### config.mk
export PLATFORM = sky130hd
export DESIGN_NAME = rr_dispatch
export DESIGN_NICKNAME = d
export VERILOG_FILES = /design/src/rtl/rr_dispatch.sv
export SDC_FILE = /design/constraint.sdc
export NUM_CORES = 1
export LEC_CHECK = 0
export CAP_MARGIN = 0
export CORE_ASPECT_RATIO = 0.75
export CORE_MARGIN = 5
export CORE_UTILIZATION = 50
export DETAILED_ROUTE_END_ITERATION = 8
export GPL_TIMING_DRIVEN = 0
export PLACE_DENSITY = 0.8
export REMOVE_ABC_BUFFERS = 1
export SYNTH_ARGS = -nofsm -noshare
export SYNTH_HDL_FRONTEND = slang
export SYNTH_SLANG_ARGS = --single-unit
### constraint.sdc
create_clock -name i_clk -period 2.35 [get_ports i_clk]
set_input_delay 0.3525 -clock i_clk [delete_from_list [all_inputs] [get_ports i_clk]]
set_output_delay 0.3525 -clock i_clk [all_outputs]
set_load 0.005 [all_outputs]
### src/rtl/rr_dispatch.sv
// Credit-based round-robin dispatcher: one upstream stream fanned out to DW targets.
// A single holding register feeds the next target with credit, scanning from a ring pointer.
module rr_dispatch #(
    parameter int DW   = 4,
    parameter int WD   = 8,
    parameter int CRED = 2
) (
    input  logic          i_clk,
    input  logic          i_rstn,
    input  logic          i_req,
    output logic          o_gnt,
    input  logic [WD-1:0] i_data,
    output logic [DW-1:0] o_req,
    output logic [WD-1:0] o_data,
    input  logic [DW-1:0] i_ret,
    output logic          o_err
);
    localparam int PW  = $clog2(DW);
    localparam int PW1 = PW + 1;
    localparam int CW  = $clog2(CRED + 1);
    localparam logic [CW-1:0] CRED_V   = CW'(CRED);
    localparam logic [PW-1:0] LAST_IDX = PW'(DW - 1);

    typedef enum logic {ST_EMPTY, ST_FULL} hold_state_t;

    hold_state_t   state_reg, state_next;
    logic [WD-1:0] hold_reg,  hold_next;
    logic [PW-1:0] ptr_reg,   ptr_next;
    logic [DW-1:0] req_reg,   req_next;
    logic [WD-1:0] data_reg,  data_next;
    logic          err_reg,   err_next;

    logic [DW-1:0] has_cred;
    logic [DW-1:0] ovf;
    logic [DW-1:0] sel_onehot;
    logic [DW-1:0] disp_vec;
    logic [PW-1:0] sel_idx;
    logic [PW1-1:0] cand;
    logic          sel_found;
    logic          dispatch;
    logic          transfer;

    // Per-target credit counters; a return never pushes a counter above CRED.
    generate
        for (genvar gi = 0; gi < DW; gi++) begin : g_tgt
            logic [CW-1:0] cnt_reg, cnt_next;

            assign has_cred[gi]   = (cnt_reg != '0);
            assign sel_onehot[gi] = (sel_idx == PW'(gi));
            assign ovf[gi]        = i_ret[gi] & ~disp_vec[gi] & (cnt_reg == CRED_V);

            always_comb begin
                cnt_next = cnt_reg;
                if (disp_vec[gi] && !i_ret[gi]) begin
                    cnt_next = cnt_reg - CW'(1);
                end else if (!disp_vec[gi] && i_ret[gi] && (cnt_reg != CRED_V)) begin
                    cnt_next = cnt_reg + CW'(1);
                end
            end

            always_ff @(posedge i_clk or negedge i_rstn) begin
                if (!i_rstn) begin
                    cnt_reg <= CRED_V;
                end else begin
                    cnt_reg <= cnt_next;
                end
            end

            assert property (@(posedge i_clk) disable iff (!i_rstn) cnt_reg <= CRED_V);
        end
    endgenerate

    // Rotating scan from the pointer over registered credits only.
    always_comb begin
        sel_found = 1'b0;
        sel_idx   = ptr_reg;
        cand      = '0;
        for (int i = 0; i < DW; i++) begin
            cand = {1'b0, ptr_reg} + PW1'(i);
            if (cand >= PW1'(DW)) begin
                cand = cand - PW1'(DW);
            end
            if (!sel_found && has_cred[cand[PW-1:0]]) begin
                sel_found = 1'b1;
                sel_idx   = cand[PW-1:0];
            end
        end
    end

    assign dispatch = (state_reg == ST_FULL) && sel_found;
    assign disp_vec = dispatch ? sel_onehot : '0;
    assign o_gnt    = (state_reg == ST_EMPTY) || dispatch;
    assign transfer = i_req && o_gnt;

    always_comb begin
        state_next = state_reg;
        hold_next  = hold_reg;
        ptr_next   = ptr_reg;
        req_next   = disp_vec;
        data_next  = data_reg;
        err_next   = err_reg | (|ovf);
        if (dispatch) begin
            data_next  = hold_reg;
            ptr_next   = (sel_idx == LAST_IDX) ? '0 : sel_idx + PW'(1);
            state_next = ST_EMPTY;
        end
        // A new item may land on the same edge the old one leaves.
        if (transfer) begin
            state_next = ST_FULL;
            hold_next  = i_data;
        end
    end

    always_ff @(posedge i_clk or negedge i_rstn) begin
        if (!i_rstn) begin
            state_reg <= ST_EMPTY;
            hold_reg  <= '0;
            ptr_reg   <= '0;
            req_reg   <= '0;
            data_reg  <= '0;
            err_reg   <= 1'b0;
        end else begin
            state_reg <= state_next;
            hold_reg  <= hold_next;
            ptr_reg   <= ptr_next;
            req_reg   <= req_next;
            data_reg  <= data_next;
            err_reg   <= err_next;
        end
    end

    assign o_req  = req_reg;
    assign o_data = data_reg;
    assign o_err  = err_reg;

    assert property (@(posedge i_clk) disable iff (!i_rstn) $onehot0(o_req));
    assert property (@(posedge i_clk) disable iff (!i_rstn) ptr_reg <= LAST_IDX);

endmodule
==> results of run 1 <==
-- layout make-up --
type | count | area [µm²]
multi-input combinational | 98 | 836
inverter | 3 | 11.3
clock inverter | 2 | 35.0
fill | 221 | 1060
tap | 40 | 50.0
timing repair buffer | 38 | 350
clock buffer | 6 | 72.6
sequential | 32 | 807
-- worst register-to-register path: stages (launching register included) --
cell	delay, ps
dfrtp_2	450
or2_2	330
o221ai_1	250
o21ai_1	180
nand2_1	140
ha_1	200
nand2_2	110
and4b_1	240
nor4_1	250
nand2_1	100
-- stage by stage --
| step | hold slack (ps) | power [W] | cell area (µm²) | setup WS [ps] |
|---|---|---|---|---|
| after floorplan | 56.9 | 0.00159 | 1600 | 285 |
| after global placement | 483 | 0.00185 | 1930 | -121 |
| after detailed placement | 488 | 0.00193 | 1940 | -69.8 |
| after CTS | 505 | 0.00249 | 2060 | -4.57 |
| after global routing | 188 | 0.00287 | 2160 | -153 |
| final | 111 | 0.00271 | 2160 | -34.1 |
-- repair_timing --
| action | 4_1_cts | 5_1_grt |
|---|---|---|
| cloned | 0 | 0 |
| endpoints found under the setup margin | 2 | 9 |
| setup buffers | 2 | 7 |
| gates resized for setup | 3 | 9 |
| pin swaps | 2 | 2 |
-- logic make-up after synthesis --
group           share of synthesized area (%)
xor+xnor                                 3.20
compound gates                           10.0
simple gates                             16.5
buf+inv                                  3.50
mux                                      14.7
fa+ha+maj                                3.04
flops                                    49.0
-- report_power, final --
group,switching [W],internal (W)
combinational,0.000577,0.000611
sequential,0.000250,0.000744
clock,0.000210,0.000314
total,0.00104,0.00167
-- worst paths after layout --
kind                                startpoint  cells past startpoint                   to
min in group i_clk                 hold_reg[3]                      1            o_data[3]
min                                     i_rstn                      1                o_err
min reg2reg                        hold_reg[3]                      1            o_data[3]
max                        g_tgt[3].cnt_reg[0]                      9                o_err
max in group asynchronous               i_rstn                      1  g_tgt[3].cnt_reg[0]
max reg2reg                g_tgt[3].cnt_reg[0]                      9                o_err
-- layer usage --
metal  track usage, %  vias up
met1             21.4      630
met3             5.57        9
met4             6.98        0
met5                0        -
met2             25.9       36
li1                 -      575
-- synth_stat cells --
master / n / area (µm²)
nand4b_1: 1 / 8.76
xnor2_1: 3 / 26.3
dfstp_2: 4 / 105
clkbuf_1: 3 / 11.3
o41ai_1: 1 / 8.76
o21a_1: 1 / 7.51
nand3b_1: 4 / 30.0
o32a_1: 1 / 10.0
and3_1: 3 / 18.8
buf_4: 1 / 7.51
nand3_1: 5 / 25.0
inv_1: 3 / 11.3
a21boi_0: 2 / 15.0
buf_2: 1 / 5.00
a31oi_1: 1 / 6.26
o32ai_1: 2 / 17.5
and2_1: 2 / 12.5
nor2_1: 9 / 33.8
and4b_1: 1 / 10.0
nor4_4: 2 / 42.5
or2_2: 1 / 6.26
or2b_1: 1 / 7.51
mux2_2: 9 / 101
mux2i_1: 2 / 20.0
nand3_4: 1 / 17.5
mux2_4: 8 / 120
ha_1: 4 / 50.1
nand2_1: 9 / 33.8
o22ai_1: 1 / 6.26
a21oi_1: 10 / 50.1
xor2_1: 3 / 26.3
nor4_1: 1 / 6.26
o21ai_0: 4 / 20.0
and2_4: 1 / 8.76
nor3_1: 2 / 10.0
o221ai_1: 1 / 8.76
dfrtp_1: 28 / 701
a211oi_1: 2 / 15.0
buf_6: 2 / 22.5
==> results.py, run 1 <==
metrics = {
    "worst_setup_path": {
        "crit_slowest_cell": "dfrtp_2",
        "crit_chain": "or2_2 -> o221ai_1 -> o21ai_1 -> nand2_1 -> ha_1 -> nand2_2 -> and4b_1 -> nor4_1 -> nand2_1",
        "max_stage_delay_ps": 450,
        "timing.critical_path.buf_inv": 0,
        "worstPathRequired_ps": 2520,
        "worstPathMaxFanout": 6,
        "rrSetupSlack_ps": -30,
        "worstSetupStartpointType": "register",
        "critPathArrivalTime_ps": 2550,
        "cpMostUsedCell": "nand2_1",
        "critPathKind": "register to register",
        "crit_family": "simple AND/OR/NAND/NOR gates",
        "end_kind": "register",
    },
    "clock_network": {
        "cts_root_buf": "clkbuf_8",
        "clock_sinks": 32,
        "htree_levels": 2,
        "cts_tree": "yes",
        "postCtsHoldBufs": 0,
        "clk_latency_ps": 290,
        "numCtsBuffers": 5,
        "clk_pin_slew_ps": 70,
        "clockBufferDepth": 2,
    },
    "floorplanning": {
        "core_mm2": 0.00322,
        "num_rows": 18,
        "die_area_mm2": 0.00455,
        "dieHeight_um": 59.7,
        "die_w_um": 76.2,
        "ioPinCount": 29,
        "initial_utilization_pct": 51.0,
    },
    "global_route": {
        "grt_overflow": 0,
        "grt_usage_pct": 16.6,
        "grt_pass1_vias": 1201,
        "grt_pass1_wl_um": 5890,
        "grt_start_max_net_pins": 33,
        "antenna_found_initial": 0,
    },
    "timing": {
        "max_freq_ghz": 0.419,
        "layout_setup_ws_ps": -34.1,
        "finalSetupViolCount": 1,
        "drv_slew": 0,
        "clock_skew_ps": 7.39,
        "worst_slew_pin_slew_ps": 711,
        "finalCritPeriodShare_pct": 101,
        "slew_headroom_pct": 52.6,
        "finalCriticalPeriod_ps": 2380,
        "fin_setup_tns_ps": -34.1,
        "rsz0062_at_grt": "true",
        "hold_viol": 0,
    },
    "detailed_routing": {
        "dr_wl_met2_um": 1910,
        "antenna_left": 0,
        "wl_met3_um": 176,
        "drc_errors": 0,
        "vias": 1250,
        "dr.max_layer_used": "met4",
        "firstDrtPassIters": 4,
        "finalWirelength_um": 3820,
        "wl_per_cell_um": 17.4,
        "met1Wirelength_um": 1660,
        "viasPerCell": 5.71,
        "drtIter0Drc": 100,
    },
    "logic_synthesis": {
        "synth_seq_cells": 32,
        "ys_types": 39,
        "synth-seq-area-share_pct": 49.0,
        "ys_warn_count": 0,
        "synth_cells": 140,
        "avgSynthCellArea_um2": 11.7,
        "synth_area_mm2": 0.00164,
    },
    "power_and_ir_drop": {
        "leakage_nw": 0.923,
        "peakVddDrop_mv": 0.626,
        "cellPowerDensity_mw_per_mm2": 1250,
    },
    "final_layout": {
        "areaGrowthSynthToFinish_pct": 31.5,
        "layout_common_cells": "dfrtp_1, clkdlybuf4s50_1, buf_4",
        "drive_gt1_share_pct": 28.5,
        "fin_util_pct": 67.1,
        "fin_cells": 219,
        "diodes": 0,
        "fin_nets": 197,
    },
    "placed_design": {
        "dpl.cell_count": 202,
        "gp_congestion": 0.956,
        "dpl.hpwl_um": 2410,
        "portBuffers": 28,
    },
    "job": {
        "cap_violations": 0,
    },
    "min_path": {
        "min_path_type": "input pin to async pin",
    },
    "run_status": {
        "failed_checks": "negative setup slack",
        "outcome": "complete, but fails checks",
    },
}
Note: power is estimated with default switching activity, not from simulation.
==> inputs of run 2 (changes only) <==
REMOVE_ABC_BUFFERS = unset   (was 1)
SKIP_CTS_REPAIR_TIMING = 1   (was unset)
==> results.py, run 2 (synthesis results as in run 1) <==
metrics = {
    "placed_design": {
        "portBuffers": 28,
        "placed_area_mm2": 0.00197,
        "gp_congestion": 0.949,
        "dpl.cell_count": 208,
        "dpl.hpwl_um": 2490,
    },
    "floorplanning": {
        "dieHeight_um": 59.7,
        "ioPinCount": 29,
        "die_area_mm2": 0.00455,
        "core_mm2": 0.00322,
        "num_rows": 18,
        "die_w_um": 76.2,
        "initial_utilization_pct": 51.0,
    },
    "final_layout": {
        "diodes": 0,
        "layout_commonest_cell": "clkdlybuf4s50_1",
        "fin_cells": 221,
        "fin_nets": 199,
        "fin_util_pct": 66.7,
        "drive_gt1_share_pct": 30.4,
        "fin_area_mm2": 0.00215,
        "areaGrowthSynthToFinish_pct": 30.7,
        "layout_common_cells": "clkdlybuf4s50_1, dfrtp_1, mux2_2",
    },
    "global_route": {
        "grt_pass1_vias": 1272,
        "grt_usage_pct": 16.3,
        "grt_pass1_wl_um": 5730,
        "antenna_found_initial": 0,
        "grt_overflow": 0,
        "grt_start_max_net_pins": 33,
    },
    "detailed_routing": {
        "viasPerCell": 5.60,
        "antenna_left": 0,
        "firstDrtPassIters": 4,
        "drc_errors": 0,
        "finalWirelength_um": 3630,
        "wl_per_cell_um": 16.4,
        "drtIter0Drc": 93,
        "vias": 1238,
    },
    "worst_setup_path": {
        "worstPathMaxFanout": 8,
        "critPathKind": "register to output port",
        "critPathArrivalTime_ps": 1920,
        "end_kind": "output port",
        "worstSetupStartpointType": "register",
        "worstPathRequired_ps": 2000,
    },
    "timing": {
        "slew_headroom_pct": 52.9,
        "clock_skew_ps": 5.40,
        "finalCriticalPeriod_ps": 2280,
        "finalCritPeriodShare_pct": 96.9,
        "worst_slew_pin_slew_ps": 707,
        "drv_slew": 0,
        "finalSetupViolCount": 0,
        "max_freq_ghz": 0.439,
        "fin_setup_tns_ps": 0,
        "hold_viol": 0,
    },
    "power_and_ir_drop": {
        "p_int_w": 0.00159,
        "seqPwrFrac_pct": 37.0,
        "p_sw_w": 0.000973,
        "p_comb_share_pct": 46.2,
        "power_frac_clock_pct": 16.8,
        "peakVddDrop_mv": 0.538,
        "leakage_nw": 0.917,
        "p_sw_share_pct": 38.0,
        "cellPowerDensity_mw_per_mm2": 1190,
    },
    "clock_network": {
        "cts_tree": "yes",
        "clock_sinks": 32,
        "cts_root_buf": "clkbuf_8",
        "htree_levels": 2,
        "numCtsBuffers": 5,
        "clk_latency_ps": 280,
        "clk_pin_slew_ps": 70,
        "clockBufferDepth": 2,
    },
    "run_status": {
        "outcome": "finished, final reports clean",
    },
    "logic_synthesis": {
        "synth_nets": 159,
    },
    "min_path": {
        "min_path_type": "input pin to async pin",
    },
    "job": {
        "cap_violations": 0,
    },
}
## run 2: layout make-up
cell class                 instances  area [µm²]
buffer                             5        38.8
clock buffer                       6        82.6
clock inverter                     2        10.0
fill                             235        1070
inverter                           3        11.3
multi-input combinational         98         821
sequential                        32         808
tap                               40        50.0
timing repair buffer              35         328
## run 2: power by group through the flow
stage	Combinational, W	Sequential (W)	Clock [W]
3_5_place_dp	0.00109	0.000886	0
5_1_grt	0.00129	0.000970	0.000470
6_report	0.00118	0.000947	0.000431
3_3_place_gp	0.00102	0.000872	0
4_1_cts	0.00109	0.000878	0.000445
2_1_floorplan	0.000774	0.000863	0
## run 2: per-layer routing
layer / GRT usage, % / wire (µm)
met5: 0 / 0
met1: 18.2 / 1510
met3: 3.46 / 145
met2: 28.9 / 1870
met4: 10.2 / 101
## run 2: final timing paths
kind / from / to / slack (ps) / cells past startpoint
hold / removal: i_rstn / o_req[1] / 120 / 1
setup reg to reg: g_tgt[2].cnt_reg[0] / g_tgt[1].cnt_reg[1] / 100 / 10
hold reg to reg: o_data[3] / o_data[3] / 510 / 1
max in group asynchronous: i_rstn / g_tgt[3].cnt_reg[0] / 1740 / 1
min in group i_clk: o_data[3] / o_data[3] / 510 / 1
setup / recovery: g_tgt[1].cnt_reg[0] / o_gnt / 70 / 5
## run 2: critical path, cell delays in order (launching register included)
cell,delay (ps)
dfrtp_1,370
buf_4,160
nor4_4,360
buf_4,210
nand3_4,80
clkdlybuf4s50_1,480
## run 2: per-stage QoR
step / setup slack, ps / hold WS [ps] / total power, W
finish: 73.4 / 119 / 0.00256
global route: -29.3 / 181 / 0.00273
CTS: -125 / 510 / 0.00242
detailed placement: -125 / 493 / 0.00197
global placement: 11.3 / 483 / 0.00189
floorplan: 233 / 56.9 / 0.00164
